## config.mk

```make
export PLATFORM = sky130hd
export DESIGN_NAME = ring_seq_monitor
export DESIGN_NICKNAME = d
export VERILOG_FILES = /design/src/rtl/ring_seq_monitor.sv
export SDC_FILE = /design/constraint.sdc
export NUM_CORES = 1
export LEC_CHECK = 0
export CAP_MARGIN = 20
export CELL_PAD_IN_SITES_DETAIL_PLACEMENT = 1
export CELL_PAD_IN_SITES_GLOBAL_PLACEMENT = 1
export CORE_ASPECT_RATIO = 0.5
export CORE_MARGIN = 2
export CORE_UTILIZATION = 42
export CTS_BUF_LIST = sky130_fd_sc_hd__clkbuf_8
export DETAILED_ROUTE_END_ITERATION = 8
export GPL_ROUTABILITY_DRIVEN = 0
export PLACE_DENSITY = 0.85
export SETUP_SLACK_MARGIN = 0.1
export SKIP_LAST_GASP = 1
export SLEW_MARGIN = 20
export SYNTH_ARGS = -nofsm -noshare
export SYNTH_HDL_FRONTEND = slang
export SYNTH_SLANG_ARGS = --single-unit
```

## constraint.sdc

```tcl
create_clock -name clk -period 2.3 [get_ports clk]
set_input_delay 0.46 -clock clk [delete_from_list [all_inputs] [get_ports clk]]
set_output_delay 0.46 -clock clk [all_outputs]
set_load 0.005 [all_outputs]
```

## src/rtl/ring_seq_monitor.sv

```systemverilog
// Checker for a one-hot ring counter (1->2->4->8->1): decodes position, counts laps, flags sequence errors.
// Optional hold-stall detection is enabled by defining RING_MON_STALL_EN.
module ring_seq_monitor #(
    parameter int BITS_COUNT = 4,
    parameter int LAP_W      = 8,
    parameter int STALL_MAX  = 15
) (
    input  logic                  clk,
    input  logic                  reset,
    input  logic                  clear,
    input  logic [BITS_COUNT-1:0] count_in,
    output logic [1:0]            idx,
    output logic                  idx_valid,
    output logic                  step,
    output logic                  lap_pulse,
    output logic [LAP_W-1:0]      lap_count,
    output logic                  seq_err,
    output logic [1:0]            err_code
);

    typedef enum logic [1:0] {
        IDLE  = 2'd0,
        TRACK = 2'd1,
        ERR   = 2'd2
    } state_t;

    localparam logic [BITS_COUNT-1:0] V1 = BITS_COUNT'(1);
    localparam logic [BITS_COUNT-1:0] V2 = BITS_COUNT'(2);
    localparam logic [BITS_COUNT-1:0] V4 = BITS_COUNT'(4);
    localparam logic [BITS_COUNT-1:0] V8 = BITS_COUNT'(8);

    localparam logic [1:0] CODE_NONE    = 2'b00;
    localparam logic [1:0] CODE_ILLEGAL = 2'b01;
    localparam logic [1:0] CODE_ORDER   = 2'b10;
    localparam logic [1:0] CODE_STALL   = 2'b11;

    // A non-positive stall limit is meaningless; the build keeps the parameter referenced either way.
    if (STALL_MAX < 1) begin : g_stall_max_invalid
    end

    state_t                  state, state_nxt;
    logic [BITS_COUNT-1:0]   prev, prev_nxt;
    logic [1:0]              idx_nxt;
    logic                    idx_valid_nxt;
    logic                    step_nxt;
    logic                    lap_pulse_nxt;
    logic [LAP_W-1:0]        lap_count_nxt;
    logic                    seq_err_nxt;
    logic [1:0]              err_code_nxt;

    logic                    in_legal;
    logic                    in_zero;
    logic [1:0]              in_idx;
    logic [BITS_COUNT-1:0]   prev_next;

`ifdef RING_MON_STALL_EN
    localparam int STALL_W = $clog2(STALL_MAX + 1);
    logic [STALL_W-1:0]      stall_cnt, stall_nxt;
`endif

    assign in_zero  = (count_in == '0);
    assign in_legal = (count_in == V1) || (count_in == V2) ||
                      (count_in == V4) || (count_in == V8);

    always_comb begin
        in_idx = 2'd0;
        case (count_in)
            V2:      in_idx = 2'd1;
            V4:      in_idx = 2'd2;
            V8:      in_idx = 2'd3;
            default: in_idx = 2'd0;
        endcase
    end

    assign prev_next = (prev == V8) ? V1 : (prev << 1);

    always_comb begin
        state_nxt     = state;
        prev_nxt      = count_in;
        idx_nxt       = idx;
        step_nxt      = 1'b0;
        lap_pulse_nxt = 1'b0;
        lap_count_nxt = lap_count;
        err_code_nxt  = err_code;
`ifdef RING_MON_STALL_EN
        stall_nxt     = '0;
`endif
        if (clear) begin
            state_nxt     = IDLE;
            prev_nxt      = '0;
            idx_nxt       = 2'd0;
            lap_count_nxt = '0;
            err_code_nxt  = CODE_NONE;
        end else begin
            case (state)
                IDLE: begin
                    if (in_zero) begin
                        state_nxt = IDLE;
                    end else if (in_legal) begin
                        state_nxt = TRACK;
                        idx_nxt   = in_idx;
                    end else begin
                        state_nxt    = ERR;
                        err_code_nxt = CODE_ILLEGAL;
                    end
                end
                TRACK: begin
                    // Illegal value is checked first so it wins over ordering and stall errors.
                    if (!in_zero && !in_legal) begin
                        state_nxt    = ERR;
                        err_code_nxt = CODE_ILLEGAL;
                    end else if (in_zero) begin
                        state_nxt = IDLE;
                    end else if (count_in == prev) begin
`ifdef RING_MON_STALL_EN
                        if (stall_cnt == STALL_W'(STALL_MAX)) begin
                            state_nxt    = ERR;
                            err_code_nxt = CODE_STALL;
                        end else begin
                            stall_nxt = stall_cnt + 1'b1;
                        end
`else
                        state_nxt = TRACK;
`endif
                    end else if (count_in == prev_next) begin
                        step_nxt = 1'b1;
                        idx_nxt  = in_idx;
                        if (prev == V8) begin
                            lap_pulse_nxt = 1'b1;
                            lap_count_nxt = lap_count + 1'b1;
                        end
                    end else begin
                        state_nxt    = ERR;
                        err_code_nxt = CODE_ORDER;
                    end
                end
                ERR: begin
                    state_nxt = ERR;
                end
                default: begin
                    state_nxt = IDLE;
                end
            endcase
        end
        idx_valid_nxt = (state_nxt == TRACK);
        seq_err_nxt   = (state_nxt == ERR);
    end

    always_ff @(posedge clk or posedge reset) begin
        if (reset) begin
            state <= IDLE;
        end else begin
            state <= state_nxt;
        end
    end

    always_ff @(posedge clk or posedge reset) begin
        if (reset) begin
            prev      <= '0;
            idx       <= 2'd0;
            idx_valid <= 1'b0;
            step      <= 1'b0;
            lap_pulse <= 1'b0;
            lap_count <= '0;
            seq_err   <= 1'b0;
            err_code  <= CODE_NONE;
        end else begin
            prev      <= prev_nxt;
            idx       <= idx_nxt;
            idx_valid <= idx_valid_nxt;
            step      <= step_nxt;
            lap_pulse <= lap_pulse_nxt;
            lap_count <= lap_count_nxt;
            seq_err   <= seq_err_nxt;
            err_code  <= err_code_nxt;
        end
    end

`ifdef RING_MON_STALL_EN
    always_ff @(posedge clk or posedge reset) begin
        if (reset) begin
            stall_cnt <= '0;
        end else begin
            stall_cnt <= stall_nxt;
        end
    end
`endif

endmodule
```

==> results.yml, run 1 <==
grt:
  grt-ovfl-total: 0
  antenna_found_initial: 0
  grt_max_degree: 23
  grt_pass1_vias: 1044
  grt_usage_pct: 18.81
  grt_pass1_wl_mm: 5.368
synthesis:
  synth_cell_types: 44
  syn_area_mm2: 0.001308
  postSynth.asyncResetShare_pct: 100.0
  yosysWarningCount: 0
  avgSynthCellArea_um2: 10.30
  synth_edf_count: 0
  synth_seq_cells: 22
  synth-main-ff-cell: "dfrtp_1"
  synth_nets: 135
  ys_seq_area_share_pct: 42.11
  synthCells: 127
routing:
  num_vias: 1083
  wl_per_cell_um: 16.85
  ant_nets: 0
  wirelength_mm: 3.269
  drc: 0
  drt-initial-drc-count: 37
  routed_via_density: 5.582
  drtPass1Iterations: 4
clock_tree:
  clock_path_buffers: 2
  cts_setup_buffers: 0
  clk_pin_slew_ns: 0.08
  numCtsBuffers: 3
  cts.sinks: 22
  htree_levels: 1
  root_buffer: "clkbuf_8"
  cts_tree: "built"
  cts_hold_buf: 0
  cts_resized: 0
  clkLatencyLatePin_ns: 0.26
sta:
  fmax_mhz: 481.7
  slew_violations: 0
  finalCriticalPeriod_ns: 2.076
  fin_tns_setup_ns: 0
  rsz0062_at_grt: "no"
  timing_hold_violations_final: 0
  tightest_slew_ns: 0.5654
  slew_headroom_pct: 61.23
  fin_crit_sh_pct: 90.26
  setup_viol: 0
  finClkSkew_ns: 0.004263
finish:
  final_cell_area_mm2: 0.001637
  syn_to_final_growth_pct: 25.17
  final_layout_size_suffix_gt1_share_pct: 14.29
  final_nets: 164
  diodes: 0
worst_setup_path:
  path_class: "in -> reg"
  cp.arrival_ns: 2.21
  cp_max_fo: 7
  worst_setup_path_end_kind: "register"
  critPathRequiredTime_ns: 2.43
  start_kind: "input port"
die:
  ioPinCount: 23
  initial_core_util_pct: 43.91
  die_w_um: 82.91
  die_h_um: 43.46
  core-area_mm2: 0.002978
  row_count: 14
  die-area_mm2: 0.003603
status:
  status: "complete, no violations"
min_path:
  hold_path_class: "reg -> reg"
pwr:
  power.leakage_uw: 0.0006928
  ir_worst_vdd_mv: 0.2934
  power.density_mw_per_mm2: 506.5
job:
  cap_viol_max_count: 0
place:
  hpwl_mm: 2.317
  io_buffers: 22
  placed_cell_area_mm2: 0.001595
==> sequential cells by signal (all words and copies together), names as in the netlist <==
signal,cells
seq_err,1
err_code,2
lap_pulse,1
idx,2
prev,4
lap_count,8
idx_valid,1
state,2
step,1
==> cell families (layout without fill, tap and decap cells) <==
| kind of cell | after synthesis | count (layout) | share of synthesized area [%] |
|---|---|---|---|
| and+or+nand+nor | 52 | 52 | 25.17 |
| AOI/OAI and AO/OA | 23 | 23 | 13.88 |
| DFF | 22 | 22 | 42.11 |
| xor gates and xnor gates | 16 | 16 | 10.72 |
| buffers and inverters | 11 | 38 | 5.550 |
| adders and majority gates | 2 | 2 | 1.818 |
| muxes | 1 | 1 | 0.7656 |
==> per-layer routing <==
metal / up-vias / GRT usage, % / part of all wire (%)
met3: 2 / 4.000 / 4.0
met4: 0 / 2.951 / 0.46
met1: 546 / 27.01 / 48
met2: 26 / 30.48 / 47
li1: 509 / - / -
met5: - / 0 / 0
==> report_power, final <==
part / total (uW) / internal [uW] / switching [uW] / leakage [uW]
Sequential: 422 / 403 / 19.6 / 0.000297
Combinational: 169 / 81.1 / 87.6 / 0.000374
Clock: 238 / 117 / 121 / 0.0000216
==> worst max-delay path, cell delays in order <==
cell and delay, ns:
clkdlybuf4s50_1 0.55, buf_4 0.24, nor4_1 0.37, buf_4 0.20, nor2_1 0.04, a2bb2oi_1 0.23, a21oi_1 0.12
==> final timing paths <==
| path | start | end | slack, ns | depth (start not counted) |
|---|---|---|---|---|
| setup / recovery | count_in[1] | state[1]$_DFF_PP0_ | 0.22 | 7 |
| hold / removal | idx[1]$_DFFE_PP0P_ | idx[1]$_DFFE_PP0P_ | 0.50 | 1 |
| setup reg to reg | state[0]$_DFF_PP0_ | err_code[1]$_DFFE_PP0P_ | 0.55 | 5 |
| hold reg to reg | idx[1]$_DFFE_PP0P_ | idx[1]$_DFFE_PP0P_ | 0.50 | 1 |
| max in group asynchronous | reset | state[0]$_DFF_PP0_ | 1.53 | 3 |
| min in group asynchronous | reset | lap_count[0]$_DFFE_PP0P_ | 0.54 | 3 |
==> through the flow <==
step | setup slack, ns | util, % | cells | hold WS (ns) | total power (uW)
3_5_place_dp | -0.05770 | 53.57 | 191 | 0.4933 | 597.4
6_report | 0.2240 | 54.96 | 194 | 0.5026 | 828.9
5_1_grt | 0.1258 | 54.96 | 194 | 0.5324 | 868.5
2_1_floorplan | 0.6287 | - | 127 | 0.4492 | 530.5
3_3_place_gp | -0.006498 | 53.57 | 191 | 0.4806 | 590.9
4_1_cts | 0.2136 | 54.96 | 194 | 0.5114 | 837.3
==> final cells by class <==
type	count	area [um2]
inverters	2	7.507
flip-flops and latches	22	550.5
repair buffers	33	302.8
multi-input cells	94	684.4
well taps	40	50.05
clock buffers	3	41.29
fillers	360	1341
==> Yosys cell counts (2+ instances only) <==
master | count | area [um2]
dfrtp_1 | 22 | 550.5
xor2_1 | 13 | 113.9
nor2_1 | 9 | 33.78
nor2b_1 | 7 | 43.79
nand4_1 | 6 | 37.54
a21oi_1 | 5 | 25.02
nand2_1 | 5 | 18.77
nor3_1 | 5 | 25.02
and2_1 | 4 | 25.02
buf_2 | 4 | 20.02
and3_1 | 3 | 18.77
buf_6 | 3 | 33.78
xnor2_1 | 3 | 26.28
a2111oi_2 | 2 | 30.03
a32o_1 | 2 | 20.02
inv_1 | 2 | 7.510
nand3_1 | 2 | 10.01
nor4_1 | 2 | 12.51
o21ai_0 | 2 | 10.01
o21ai_1 | 2 | 10.01
==> placed cells by master (no fill, tap or decap), types with 4 or more instances in the layout <==
master | synthesis | routed
and2_1 | 4 | 4
nor2_1 | 9 | 9
buf_4 | 1 | 11
nand4_1 | 6 | 6
dfrtp_1 | 22 | 22
nor2b_1 | 7 | 7
a21oi_1 | 5 | 5
nor3_1 | 5 | 5
clkdlybuf4s50_1 | 0 | 22
nand2_1 | 5 | 5
xor2_1 | 13 | 13
(Power assumes the default switching activity.)
==> inputs of run 2 (changes only) <==
Settings changed: CTS_CLUSTER_SIZE from default to 20.
==> results of run 2 <==
No change in the layout: final DEF, timing and power equal those of run 1.
==> inputs of run 3 (changes only) <==
Settings changed: TNS_END_PERCENT from default to 100.
Clock period 2.3 ns to 2.33 ns, I/O delays scaled along.
==> run 3 against run 2 <==
  * Critical path depth unchanged
  * Critical endpoint is now idx[1]$_DFFE_PP0P_
  * Combinational power decreased by 2%
  * Largest cell class unchanged
  * Die area unchanged
==> results.yml, run 3 (synthesized netlist as in run 1, its figures left out) <==
routing:
  drc: 0
  num_vias: 1075
  routed_via_density: 5.513
  ant_nets: 0
  wl_per_cell_um: 16.04
  routed-wl-met3_um: 86
  drtPass1Iterations: 4
  drt-met1-wl_mm: 1.635
  dr.max_layer_used: "met4"
  wirelength_mm: 3.127
  drt-initial-drc-count: 28
  route.met2.wl_mm: 1.376
min_path:
  holdPathEnd: "err_code[0]$_DFFE_PP0P_"
  hold_start: "err_code[0]$_DFFE_PP0P_"
  hold_path_class: "reg -> reg"
  hold_depth: 1
sta:
  fmax_mhz: 483.4
  rsz0062_at_grt: "no"
  setup_viol: 0
  fin_crit_sh_pct: 88.79
  slew_violations: 0
  timing_hold_violations_final: 0
  tightest_slew_ns: 0.5239
  slew_headroom_pct: 64.08
  fin_hold_ws_ns: 0.5045
  finalCriticalPeriod_ns: 2.069
  finClkSkew_ns: 0.004887
die:
  row_count: 14
  core-area_mm2: 0.002978
  die_w_um: 82.91
  ioPinCount: 23
  die_h_um: 43.46
  initial_core_util_pct: 43.91
  die-area_mm2: 0.003603
worst_setup_path:
  cpPeakStageDelay_ns: 0.56
  crit_family: "buffers and inverters"
  reg2reg_slack_ns: 0.58
  timing.critical_path.buf_inv: 2
  path_cells: "clkdlybuf4s50_1 > buf_4 > nor3_1 > or3_4 > nand4b_1 > o2bb2ai_1 > a32o_1"
  cp.arrival_ns: 2.23
  start_kind: "input port"
  cp_max_fo: 7
  reg2reg_from: "state[0]$_DFF_PP0_"
  path_class: "in -> reg"
  reg2reg_depth: 5
  critPathRequiredTime_ns: 2.49
  worst_path_max_delay_cell: "clkdlybuf4s50_1"
  worst_setup_path_end_kind: "register"
  r2r_end: "err_code[1]$_DFFE_PP0P_"
finish:
  final_cell_mix: "dfrtp_1, clkdlybuf4s50_1, xor2_1"
  syn_to_final_growth_pct: 26.22
  final_layout_size_suffix_gt1_share_pct: 14.84
  final_cells: 195
  largest_registers: "lap_count (8), prev (4)"
  largest_reg_flops: 8
  final_nets: 164
  diodes: 0
  top_register: "lap_count"
clock_tree:
  root_buffer: "clkbuf_8"
  cts.sinks: 22
  numCtsBuffers: 3
  cts_setup_buffers: 0
  clock_path_buffers: 2
  cts_resized: 0
  clkLatencyLatePin_ns: 0.27
  htree_levels: 1
  cts_hold_buf: 0
  clk_pin_slew_ns: 0.08
  cts_tree: "built"
grt:
  grt_pass1_vias: 1127
  grt_usage_pct: 18.67
  grt-ovfl-total: 0
  grt_max_degree: 23
  antenna_found_initial: 0
  grt_pass1_wl_mm: 5.416
place:
  io_buffers: 22
  place_inst: 191
  hpwl_mm: 2.288
job:
  cap_viol_max_count: 0
pwr:
  power.leakage_uw: 0.0007000
  power.density_mw_per_mm2: 520.9
  ir_worst_vdd_mv: 0.2788
status:
  status: "complete, no violations"
==> run 3: layout make-up <==
cell class,instances,area [um2]
Multi-Input combinational cell,94,684.4
Tap cell,40,50.05
Fill cell,355,1328
Sequential cell,22,550.5
Inverter,2,7.507
Clock buffer,4,55.05
Timing Repair Buffer,33,302.8
==> run 3: metal layers <==
layer  track usage, %  vias to the layer above
met5                0                        -
met1            26.35                      537
met4            3.934                        0
li1                 -                      515
met3            4.000                        5
met2            30.32                       18
==> run 3: worst max path at each step <==
stage / startpoint / endpoint / slack [ns] / depth (start not counted)
after detailed placement: count_in[0] / idx[1]$_DFFE_PP0P_ / -0.02 / 7
after global placement: count_in[0] / idx[1]$_DFFE_PP0P_ / 0.02 / 7
after global routing: count_in[1] / idx[1]$_DFFE_PP0P_ / 0.14 / 7
after floorplan: count_in[2] / idx[0]$_DFFE_PP0P_ / 0.65 / 7
final: count_in[1] / idx[1]$_DFFE_PP0P_ / 0.26 / 7
after CTS: count_in[0] / idx[1]$_DFFE_PP0P_ / 0.25 / 7
==> run 3: where the power goes <==
part / total [uW] / switching (uW) / leakage [uW] / internal (uW)
registers: 416 / 18.3 / 0.000297 / 397
clock network: 279 / 128 / 0.0000288 / 151
logic: 165 / 84.5 / 0.000374 / 80.0
total: 860 / 231 / 0.000700 / 628
==> run 3: stage by stage <==
step	setup TNS (ns)	instance area, um2	setup WS, ns	utilization [%]	total power [uW]
floorplan	0	1308	0.6527	-	523.7
global placement	0	1595	0.01756	53.57	583.3
detailed placement	-0.04069	1595	-0.02288	53.57	588.3
CTS	0	1650	0.2471	55.42	870.3
global route	0	1650	0.1396	55.42	902.3
finish	0	1650	0.2612	55.42	859.6
==> run 3: worst register-to-register path, stage by stage (launching register included) <==
cell     delay [ns]
dfrtp_1        0.52
maj3_2         0.36
o311a_1        0.32
or2_1          0.23
a21oi_1        0.15
a21oi_1        0.06
